## src/rtl/psw_key_scanner.sv

```systemverilog
// -----------------------------------------------------------------------------
// psw_key_scanner
//
// Front-end for the AP600 calculator push-switch bank. The four raw active-low
// 5-bit switch buses are inverted, passed through a two-flop synchroniser and
// debounced by a small FSM that accepts exactly one key at a time. Every
// accepted press produces a one-cycle key event for the calculator core and
// starts a short buzzer click.
//
// Parameters
//   DB_LEN   : consecutive stable cycles needed to accept a press or a release
//              (1..255)
//   BEEP_LEN : cycles the beep output stays high per accepted key (0 = off)
//
// Ports
//   clk       in   system clock
//   reset     in   synchronous, active-low reset
//   pswA..D   in   5-bit push-switch buses, active-low (0 = pressed)
//   key_valid out  one-cycle pulse, key event valid this cycle
//   key_idx   out  key index 0..19 (A[b]=b, B[b]=5+b, C[b]=10+b, D[b]=15+b)
//   is_digit  out  key is a numeric key
//   digit     out  digit value when is_digit=1, else 0
//   beep      out  buzzer click, active-high
//   busy      out  high whenever the FSM is not idle
// -----------------------------------------------------------------------------
module psw_key_scanner #(
   parameter int DB_LEN   = 1,
   parameter int BEEP_LEN = 8
) (
   input  logic       clk,
   input  logic       reset,
   input  logic [4:0] pswA,
   input  logic [4:0] pswB,
   input  logic [4:0] pswC,
   input  logic [4:0] pswD,
   output logic       key_valid,
   output logic [4:0] key_idx,
   output logic       is_digit,
   output logic [3:0] digit,
   output logic       beep,
   output logic       busy
);

   localparam int          BW     = (BEEP_LEN < 2) ? 1 : $clog2(BEEP_LEN + 1);
   localparam logic [7:0]  DB_THR = 8'(DB_LEN);

   typedef enum logic [1:0] {S_IDLE, S_CHECK, S_HELD, S_REL} state_t;

   // Saturating 8-bit increment for the debounce counter.
   function automatic logic [7:0] sat_inc(input logic [7:0] v);
      return (v == 8'hFF) ? v : v + 8'd1;
   endfunction

   // Keypad layout: {is_digit, digit}. Operator/function keys map to 0.
   function automatic logic [4:0] digit_map(input logic [4:0] idx);
      logic [4:0] r;
      case (idx)
         5'd0:    r = {1'b1, 4'd7};
         5'd1:    r = {1'b1, 4'd8};
         5'd2:    r = {1'b1, 4'd9};
         5'd5:    r = {1'b1, 4'd4};
         5'd6:    r = {1'b1, 4'd5};
         5'd7:    r = {1'b1, 4'd6};
         5'd10:   r = {1'b1, 4'd1};
         5'd11:   r = {1'b1, 4'd2};
         5'd12:   r = {1'b1, 4'd3};
         5'd15:   r = {1'b1, 4'd0};
         default: r = 5'd0;
      endcase
      return r;
   endfunction

   logic [19:0]   press_raw;
   logic [19:0]   sync1_q, sync2_q;
   logic          one_hot, none;
   logic [4:0]    hot_idx;
   logic [7:0]    cnt_inc;

   state_t        state_q, state_d;
   logic [4:0]    cand_q, cand_d;
   logic [7:0]    cnt_q, cnt_d;
   logic          accept;

   logic          key_valid_q;
   logic [4:0]    key_idx_q;
   logic          is_digit_q;
   logic [3:0]    digit_q;
   logic [BW-1:0] beep_cnt_q;
   logic [4:0]    map_d;

   // Bank A occupies the low bits so the bit position equals the key index.
   assign press_raw = ~{pswD, pswC, pswB, pswA};

   always_ff @(posedge clk) begin
      if (!reset) begin
         sync1_q <= '0;
         sync2_q <= '0;
      end else begin
         sync1_q <= press_raw;
         sync2_q <= sync1_q;
      end
   end

   // Exactly-one-set test: clearing the lowest set bit must leave nothing.
   assign none    = (sync2_q == 20'd0);
   assign one_hot = !none && ((sync2_q & (sync2_q - 20'd1)) == 20'd0);
   assign cnt_inc = sat_inc(cnt_q);

   always_comb begin
      hot_idx = 5'd0;
      for (int i = 0; i < 20; i++) begin
         if (sync2_q[i]) hot_idx = 5'(i);
      end
   end

   always_comb begin
      state_d = state_q;
      cand_d  = cand_q;
      cnt_d   = cnt_q;
      accept  = 1'b0;
      case (state_q)
         S_IDLE: begin
            if (one_hot) begin
               cand_d = hot_idx;
               cnt_d  = 8'd1;
               if (DB_LEN == 1) begin
                  accept  = 1'b1;
                  state_d = S_HELD;
               end else begin
                  state_d = S_CHECK;
               end
            end
         end
         S_CHECK: begin
            // Anything other than the same single key aborts; the aborting
            // sample is not reused as the start of a new candidate.
            if (one_hot && (hot_idx == cand_q)) begin
               cnt_d = cnt_inc;
               if (cnt_inc >= DB_THR) begin
                  accept  = 1'b1;
                  state_d = S_HELD;
               end
            end else begin
               state_d = S_IDLE;
            end
         end
         S_HELD: begin
            if (none) begin
               cnt_d   = 8'd1;
               state_d = (DB_LEN == 1) ? S_IDLE : S_REL;
            end
         end
         S_REL: begin
            if (none) begin
               cnt_d = cnt_inc;
               if (cnt_inc >= DB_THR) state_d = S_IDLE;
            end else begin
               state_d = S_HELD;
            end
         end
         default: state_d = S_IDLE;
      endcase
   end

   assign map_d = digit_map(cand_d);

   always_ff @(posedge clk) begin
      if (!reset) begin
         state_q     <= S_IDLE;
         cand_q      <= '0;
         cnt_q       <= '0;
         key_valid_q <= 1'b0;
         key_idx_q   <= '0;
         is_digit_q  <= 1'b0;
         digit_q     <= '0;
         beep_cnt_q  <= '0;
      end else begin
         state_q     <= state_d;
         cand_q      <= cand_d;
         cnt_q       <= cnt_d;
         key_valid_q <= accept;
         if (accept) begin
            key_idx_q  <= cand_d;
            is_digit_q <= map_d[4];
            digit_q    <= map_d[3:0];
         end
         // A new accept reloads the click, restarting an active one.
         if (accept)
            beep_cnt_q <= BW'(BEEP_LEN);
         else if (beep_cnt_q != '0)
            beep_cnt_q <= beep_cnt_q - 1'b1;
      end
   end

   assign key_valid = key_valid_q;
   assign key_idx   = key_idx_q;
   assign is_digit  = is_digit_q;
   assign digit     = digit_q;
   assign beep      = (beep_cnt_q != '0);
   assign busy      = (state_q != S_IDLE);

endmodule

```

## config.mk

```make
export PLATFORM = sky130hd
export DESIGN_NAME = psw_key_scanner
export DESIGN_NICKNAME = d
export VERILOG_FILES = /design/src/rtl/psw_key_scanner.sv
export SDC_FILE = /design/constraint.sdc
export NUM_CORES = 1
export LEC_CHECK = 0
export CAP_MARGIN = 20
export CORE_ASPECT_RATIO = 0.75
export CORE_MARGIN = 2
export CORE_UTILIZATION = 32
export CTS_BUF_LIST = sky130_fd_sc_hd__clkbuf_4 sky130_fd_sc_hd__clkbuf_8
export CTS_CLUSTER_DIAMETER = 200
export CTS_CLUSTER_SIZE = 16
export DETAILED_ROUTE_END_ITERATION = 6
export GPL_TIMING_DRIVEN = 0
export PLACE_DENSITY = 0.63
export REMOVE_ABC_BUFFERS = 1
export SLEW_MARGIN = 20
export SYNTH_ARGS = -nofsm -noshare
export SYNTH_HDL_FRONTEND = slang
export SYNTH_SLANG_ARGS = --single-unit
```

## constraint.sdc

```tcl
create_clock -name clk -period 3.4 [get_ports clk]
set_input_delay 0.85 -clock clk [delete_from_list [all_inputs] [get_ports clk]]
set_output_delay 0.85 -clock clk [all_outputs]
set_load 0.05 [all_outputs]
```

# ---- Word-level counts from Yosys, hierarchy flattened
# Memory sizes are Yosys's and may differ from the RTL's.
# Index checks and enable logic that the tools add are counted.
dict set report op_classes {
  add_sub_neg 3
  order_cmp 1
  n_eq_ne 11
  muxes 41
  bitwise 3
  n_reduce_logical 12
}
# cell n
set op_table {}
lappend op_table {{$mux 5} 21}
lappend op_table {{$logic_not 20->1} 2}
lappend op_table {{$mux 8} 5}
lappend op_table {{$pmux 8 s4} 1}
lappend op_table {{$and 20x20->20} 1}
lappend op_table {{$not 20->20} 1}
lappend op_table {{$sub 20x1->20 const B} 1}
lappend op_table {{$mux 2} 6}
lappend op_table {{$add 8x1->8 const B} 1}
lappend op_table {{$eq 8x8->1 const B} 1}
lappend op_table {{$ge 8x1->1 const B} 1}
lappend op_table {{$mux 4} 2}
lappend op_table {{$ne 2x2->1 const B} 4}
lappend op_table {{$pmux 2 s4} 1}
lappend op_table {{$reduce_and 4->1} 2}
lappend op_table {{$ne 3x3->1 const B} 2}
lappend op_table {{$eq 5x5->1} 1}
lappend op_table {{$eq 2x2->1 const B} 2}
lappend op_table {{$mux 1} 4}
lappend op_table {{$reduce_bool 2->1} 2}
lappend op_table {{$reduce_bool 4->1} 1}
lappend op_table {{$sub 4x1->4 const B} 1}
lappend op_table {{$eq 2x1->1 const B} 1}
lappend op_table {{$logic_and 1x1->1} 2}
lappend op_table {{5 further kinds} 5}
dict set report word_totals {
  regBits 70
  romBits 80
  out_inout_bits 13
  n_memories 1
}
# name depth width read_ports rd_clocked_by_memory_dff wr line
set memory_table {}
lappend memory_table {{(no name shown)} 16 5 1 0 0 57} ;# case (idx)

# ---- Longest topological paths before layout
# Gate-level depths: netlist (run 1).
dict set report logic_depth {
  ltp_word 24
  depth_mapped 15
  ltp_nobuf 13
}

# ---- Least setup slack after synthesis (run 1)
# No wires, ideal clock.
dict set report synth_timing {
  kind {reg-to-reg}
  from {register sync2_q[8]}
  to {register digit_q[0] (netlist: digit[0])}
  t_arrival_ps 3036
  required_time_ps 3277
  setup_slack_ps 241
  path_stages_with_launch 16
  period_less_slack_ps 3159
  cell_sequence {dfxtp_1 -> buf_6 -> nor4_4 -> nand4_2 -> o32ai_2 -> nand4_2 -> nor4_4 -> buf_6 -> buf_2 -> nand2_1 -> o21ai_1 -> inv_1 -> ha_1 -> mux2_1 -> a32oi_1 -> o21ai_1}
}
dict set report synth_via {
  elab_chain_cells 16
  word_cells_on_any_way 27
  cone_classes {add/sub (1); eq/ne (1); mux (18); bitwise (1); reduce/logical (5); memory (1)}
}
# element line
set synth_rtl {}
lappend synth_rtl {{start: declaration} 74} ;# logic [19:0] sync1_q, sync2_q;
lappend synth_rtl {{start signal: assignment} 100} ;# sync2_q <= sync1_q;
lappend synth_rtl {{$mux 5 (12 in a row)} 112} ;# if (sync2_q[i]) hot_idx = 5'(i);
lappend synth_rtl {{$mux 5 (*)} 123} ;# if (one_hot) begin
lappend synth_rtl {{$mux 5 (*)} 121} ;# case (state_q)
lappend synth_rtl {{net cand_d[1]} 80} ;# logic [4:0] cand_q, cand_d;
lappend synth_rtl {{$mem_v2 16x5 (*)} n/a}
lappend synth_rtl {{$mux 5 (*)} 57}
lappend synth_rtl {{end signal: assignment} 185} ;# digit_q <= map_d[3:0];
lappend synth_rtl {{end: declaration} 87} ;# logic [3:0] digit_q;
# The timed path passes the listed nets; every way through them passes the cells marked *.
# A chain may end at the register's enable or synchronous reset.

# ---- Final worst setup path (run 1)
dict set report layout_timing {
  from {register sync2_q[4]}
  to {register digit_q[0] (netlist: digit[0])}
}
dict set report layout_via {
  elab_chain_cells 20
  word_cells_on_any_way 31
  cone_classes {add/sub (1); eq/ne (1); mux (22); bitwise (1); reduce/logical (5); memory (1)}
}
# element line
set layout_rtl {}
lappend layout_rtl {{$mux 5 (16 in a row)} 112}
lappend layout_rtl {{$mux 5 (*)} 123}
lappend layout_rtl {{$mux 5 (*)} 121}
lappend layout_rtl {{net cand_d[1]} 80}
lappend layout_rtl {{$mem_v2 16x5 (*)} n/a}
lappend layout_rtl {{$mux 5 (*)} 57}
# Marks and branches as above.

==> results.md, run 1 <==
* Outcome: completed
* Placed Cells at about 380
* Max transition margin at 0.392
* Lkg Pwr at 0.00124 uW
* Vias at 1870
* First-pass GRT wire length at approximately 7.6 mm
* Fin nets at 333
* Initial drt markers at 82
* Top post-synthesis cells by count: dfxtp_1 (60), nor2_1 (39), and2_1 (22), nand2_1 (15), a21oi_1 (11)
* Detailed Route WL at 4.56 mm
* CP peak stage delay at around 0.37 ns
* Synth Instances at 255
* Final period utilization at 0.930
* Die area at 8350 um^2
* Max Cap Viol at 0
* Worst Path Arrival at 3.38 ns
* N_diodes at 0
* Fmax at 316 MHz
* Area of the mapped netlist at between 2000 and 2500 um^2
* Via density at between 4 and 5
* # setup viols final at 0
* Wirelength per Cell at 11.2 um
* Initial antenna violation count at 0
* Cell Rows at 27
* Final Hold Viols at 0
* Worst hold start: sync1_q[0]$_SDFF_PN0_
* Final count of pins violating max slew at 0
* CP max FO at 10
* Crit-path cells: nor4_4, buf_4, nand4_2, o32ai_2, nand4_2, nor4_4, buf_6, nand2_1, o21ai_2, inv_1, ha_1, mux2_1, a32oi_1, o21ai_1
* Min Clock Period, post-route at 3.16 ns
* Main flop type after synthesis: dfxtp_1
* Routed Antenna Nets at 0
* Clock Latency Late Sink at ~0.33 ns
* Power Density at slightly below 600 nW/um^2
* CP Launch Point: sync2_q[4]$_SDFF_PN0_
* Type of the most critical hold path: register to register
* Post-synth EDFFs at 0
* Total track usage at 0.115
* Post-CTS Hold Fix Bufs at 0
* Critical path buffer and inverter count at 3
* Cell family with most CP delay: simple AND/OR/NAND/NOR gates
* DR pass1 iterations at 4
* Post-route DRC at 0
* Chip width at 105 um
* Total grt overflow at 0
* Port-buffer cells at 34
* H-tree depth at 3
* Vias in the first global route at between 1500 and 2000
* Clock skew at between 0.003 and 0.004 ns
* Num ports at 35
* CTS tree: built
* CP Class: register to register
* Count leader, synth: dfxtp_1
* Synth area leader: dfxtp_1
* Core Footprint at 7360 um^2
* Synth warn at 0
* Synth async-reset ratio at 0
* Top-area cell type share of the netlist area at 0.492
* Gpl congestion at 0.824
* CTS root buffer: clkbuf_8
* Worst EP required at 3.62 ns
* CP max-delay cell: dfxtp_1
* Max clock buf depth at 2
* Synthesized area per cell at 9.57 um^2
* Final Non-Filler Cells at between 400 and 500
* Starting Density at 0.331
* Post-synthesis register bit count at 60
* Seq/Total Area, Yosys at 0.492
* Sink Count at 60
* Reg2reg start: sync2_q[4]$_SDFF_PN0_
* Yosys cell types at 49
* Worst vdd ir at approximately 0.28 mV
* Largest net degree at the start of global routing at 31
* Share of layout cells above drive strength 1 at 0.149
* Die height at 79.6 um
* Area grow syn2layout at 29.1%
* Hold slack at 0.432 ns
* Critical Path Source Type: register
* CTS Buf Count at 9
* Slew @ Worst Pin at 0.911 ns
* Top post-synthesis cells by area: dfxtp_1 (49%), nor2_1 (6.0%), and2_1 (5.6%)
* Hpwl dp at approximately 3.1 mm
* Reg clk slew, reported paths at approximately 0.070 ns
* CP Capture Type: register
-- cell families after synthesis --
logic type	Yosys count	synth area share
simple gates	111	0.261
buf+inv	20	0.0374
xor+xnor	3	0.0108
flops	60	0.492
fa+ha+maj	8	0.0400
compound gates	48	0.136
mux	5	0.0231
-- registers in the layout, indices dropped and copies added, names as in the netlist --
name	flops
sync1_q	20
sync2_q	20
key_idx	5
beep_cnt_q	4
cand_q	4
digit	4
is_digit	1
key_valid	1
state_q	1
-- layout make-up --
class	count	area, um^2
fill	761	4210
sequential	60	1200
multi-input combinational	175	1170
timing repair buffer	49	457
tap	101	126
clock buffer	9	124
clock inverter	6	42.5
inverter	9	33.8
-- power breakdown --
| part | total [uW] | switching (uW) | internal (uW) |
|---|---|---|---|
| clock network | 529 | 272 | 257 |
| logic | 521 | 288 | 233 |
| registers | 815 | 48.3 | 767 |
-- through the flow --
step / area [um^2] / setup slack (ns) / power, uW / utilization / setup TNS (ns)
final: 3150 / 0.238 / 1870 / 0.428 / 0
after global routing: 3150 / -0.00689 / 1970 / 0.428 / -0.00752
after CTS: 3090 / 0.0109 / 1860 / 0.419 / 0
after detailed placement: 2850 / -0.699 / 1310 / 0.387 / -2.32
after global placement: 2850 / -0.651 / 1300 / 0.387 / -2.05
after floorplan: 2380 / 0.0863 / 1170 / - / 0
-- final timing paths --
check	slack, ns	depth (start not counted)	end
setup / recovery	0.24	14	digit[0]$_SDFFE_PN0P_
hold / removal	0.43	1	sync2_q[0]$_SDFF_PN0_
setup reg to reg	0.24	14	digit[0]$_SDFFE_PN0P_
hold reg to reg	0.43	1	sync2_q[0]$_SDFF_PN0_
-- cells in the final DEF, fill, tap and decap left out, types with 2 or more instances in the layout --
master            n
inv_1             8
and3_1            2
or3_1             2
a211oi_1          5
xnor2_1           2
nand4_1           2
or4_1             4
and2_1           22
nand4_2           2
clkbuf_8          9
nand2_1          15
nor4_4            5
nor3_1            8
nor2_1           39
o21a_1            2
a21oi_1          11
o31ai_1           2
nor2b_1           2
a2111oi_0         2
o211ai_1          2
nand3_1           2
ha_1              7
nor4_1            2
o21ai_0           7
o21ai_1           5
mux2i_1           3
clkdlybuf4s50_1  34
clkinvlp_4        5
dfxtp_1          60
o41ai_1           2
buf_4            14
-- per-layer routing --
metal	vias up	GRT usage	part of all wire
met4	0	0.0547	0.017
met1	845	0.142	0.51
met2	34	0.177	0.42
met3	7	0.0449	0.045
li1	984	-	-
met5	-	0	0
-- worst reg2reg max path, cell delays in order, from the launching register on --
cell     delay [ns]
dfxtp_1        0.37
nor4_4         0.35
buf_4          0.19
nand4_2        0.13
o32ai_2        0.26
nand4_2        0.18
nor4_4         0.35
buf_6          0.19
nand2_1        0.07
o21ai_2        0.11
inv_1          0.11
ha_1           0.20
mux2_1         0.28
a32oi_1        0.18
o21ai_1        0.08
-- timing repair --
action | CTS | global route
setup buffers | 8 | 7
endpoints found under the setup margin | 6 | 3
pin swaps | 5 | 6
gates resized for setup | 1 | 3
Note: power is estimated with default switching activity, not from simulation.
==> inputs of run 2 (changes only) <==
Settings changed: CORE_MARGIN 2 to unset, SLEW_MARGIN 20 to unset.
==> run 2 against run 1 <==
Effect of this change:
- critical path depth decreased by 2
- critical endpoint unchanged
- clock power increased by 18%
- maximum frequency decreased by 0.34%
- hold slack got worse by 0.0029 ns
- routed wire length increased by 1.5%
- power increased by 5.4%
- register-to-register slack about the same
- sequential power about the same
- via count increased by 0.80%
- core utilization increased by 0.68 points
- critical path type unchanged
==> results.md, run 2 (synthesis results as in run 1) <==
* CTS root buffer: clkbuf_8
* Slew @ Worst Pin at 0.919 ns
* Hold slack at ~0.43 ns
* Post-route DRC at 0
* # setup viols final at 0
* Internal reg-to-reg setup slack at 0.23 ns
* Num ports at 35
* CTS tree: built
* DP Worst Slack at -0.697 ns
* Met2 wire length at 2.02 mm
* Post-CTS Hold Fix Bufs at 0
* CP Launch Point: sync2_q[4]$_SDFF_PN0_
* Largest net degree at the start of global routing at 31
* Chip width at 103 um
* Final period utilization at 0.933
* Gpl congestion at about 0.85
* FF-to-FF path depth at 12
* Reg2reg start: sync2_q[4]$_SDFF_PN0_
* CP Class: register to register
* Total grt overflow at 0
* N_diodes at 0
* Min Clock Period, post-route at 3.17 ns
* Crit path to: digit[0]$_SDFFE_PN0P_
* Vias at 1885
* Most common cell after layout, fill and taps aside: dfxtp_1
* Share of layout cells above drive strength 1 at 0.161
* Total Neg Setup Slack at 0 ns
* Final setup margin at 0.227 ns
* Final Hold Viols at 0
* Outcome: completed
* Cell Rows at 27
* Port-buffer cells at 34
* Most frequent cells in the layout: dfxtp_1 (59), nor2_1 (39), clkdlybuf4s50_1 (34), and2_1 (22)
* Max transition margin at 0.386
* Total track usage at 0.125
* Routed Antenna Nets at 0
* Initial antenna violation count at 0
* CP max FO at 7
* Detailed Route WL at 4.63 mm
* Starting Density at 0.331
* Critical Path Source Type: register
* Initial drt markers at 74
* Fmax at 315 MHz
* Total power at 1970 uW
* Fin nets at 334
* Reg clk slew, reported paths at 0.07 ns
* Area grow syn2layout at 31.2%
* WL met3 at approximately 260 um
* Type of the most critical hold path: register to register
* CP Capture Type: register
* Fill count at 761
* Highest routed layer: met4
* First-pass GRT wire length at 7.60 mm
* Clock skew at 0.00530 ns
* Worst Path Arrival at around 3.4 ns
* Via density at 4.59
* Die area at 7990 um^2
* Final count of pins violating max slew at 0
* Worst vdd ir at around 0.21 mV
* FF/Latch Area at 1200 um^2
* Sink Count at 60
* DRT met1 WL at 2.30 mm
* Die height at 77.6 um
* H-tree depth at 3
* Final Cell Area at 3200 um^2
* RR Endpoint: digit[0]$_SDFFE_PN0P_
* Hpwl dp at 3.14 mm
* Area taken by multi-input logic gates at ~1200 um^2
* Placed Area at 2850 um^2
* Lkg Pwr at 0.00127 uW
* Power Density at 614 nW/um^2
* DR pass1 iterations at 4
* Clock Latency Late Sink at approximately 0.33 ns
* Wirelength per Cell at approximately 11 um
* Vias in the first global route at 1678
* Worst EP required at 3.62 ns
* Max Cap Viol at 0
* CTS Buf Count at 9
* Core Footprint at 7360 um^2
* Max clock buf depth at 2
-- run 2: stage by stage --
| stage | utilization | std cells |
|---|---|---|
| 4_1_cts | 0.423 | 402 |
| 3_5_place_dp | 0.387 | 379 |
| 6_report | 0.435 | 411 |
| 3_3_place_gp | 0.387 | 379 |
| 5_1_grt | 0.435 | 411 |
| 2_1_floorplan | - | 244 |
-- run 2: worst max-delay path, cell delays in order (launching register included) --
cell and delay, ns:
dfxtp_1 0.36, nor4_4 0.30, buf_4 0.17, nand4_2 0.12, o32ai_2 0.29, nand4_2 0.19
nor4_4 0.38, buf_6 0.18, buf_4 0.15, mux2_4 0.34, mux2_1 0.31, a32oi_1 0.18
o21ai_1 0.08
-- run 2: worst min-delay path by stage --
stage / startpoint / end / slack [ns] / cells past startpoint
after floorplan: sync1_q[0]$_SDFF_PN0_ / sync2_q[0]$_SDFF_PN0_ / 0.41 / 1
after global placement: sync1_q[4]$_SDFF_PN0_ / sync2_q[4]$_SDFF_PN0_ / 0.42 / 1
after detailed placement: sync1_q[3]$_SDFF_PN0_ / sync2_q[3]$_SDFF_PN0_ / 0.42 / 1
after CTS: sync1_q[3]$_SDFF_PN0_ / sync2_q[3]$_SDFF_PN0_ / 0.43 / 1
after global routing: sync1_q[8]$_SDFF_PN0_ / sync2_q[8]$_SDFF_PN0_ / 0.45 / 1
final: sync1_q[3]$_SDFF_PN0_ / sync2_q[3]$_SDFF_PN0_ / 0.43 / 1
-- run 2: metal layers --
layer  vias up  track usage
li1        984            -
met1       849        0.153
met2        46        0.191
met3         6       0.0523
met4         0       0.0549
met5         -            0
-- run 2: layout make-up --
cell class,count,area share
flip-flops and latches,60,0.376
well taps,101,0.0395
clock buffers,9,0.0387
repair buffers,50,0.145
multi-input cells,175,0.367
inverters,9,0.0106
clock inverters,7,0.0238
-- run 2: power breakdown --
| group | switching (uW) | leakage, uW | total [uW] | internal, uW |
|---|---|---|---|---|
| sequential | 48.5 | 0.000495 | 816 | 767 |
| combinational | 290 | 0.000680 | 524 | 234 |
| clock | 285 | 0.0000958 | 626 | 341 |
-- run 2: what timing repair did --
action / in CTS / in global routing
buffers inserted: 7 / 9
resized for setup: 1 / 5
pin swaps: 5 / 6
endpoints found under the setup margin: 6 / 3
==> inputs of run 3 (changes only) <==
Settings changed: SLEW_MARGIN set to 20.
==> results of run 3 <==
Same layout as run 2: the final DEF is identical, and so are final timing and power.
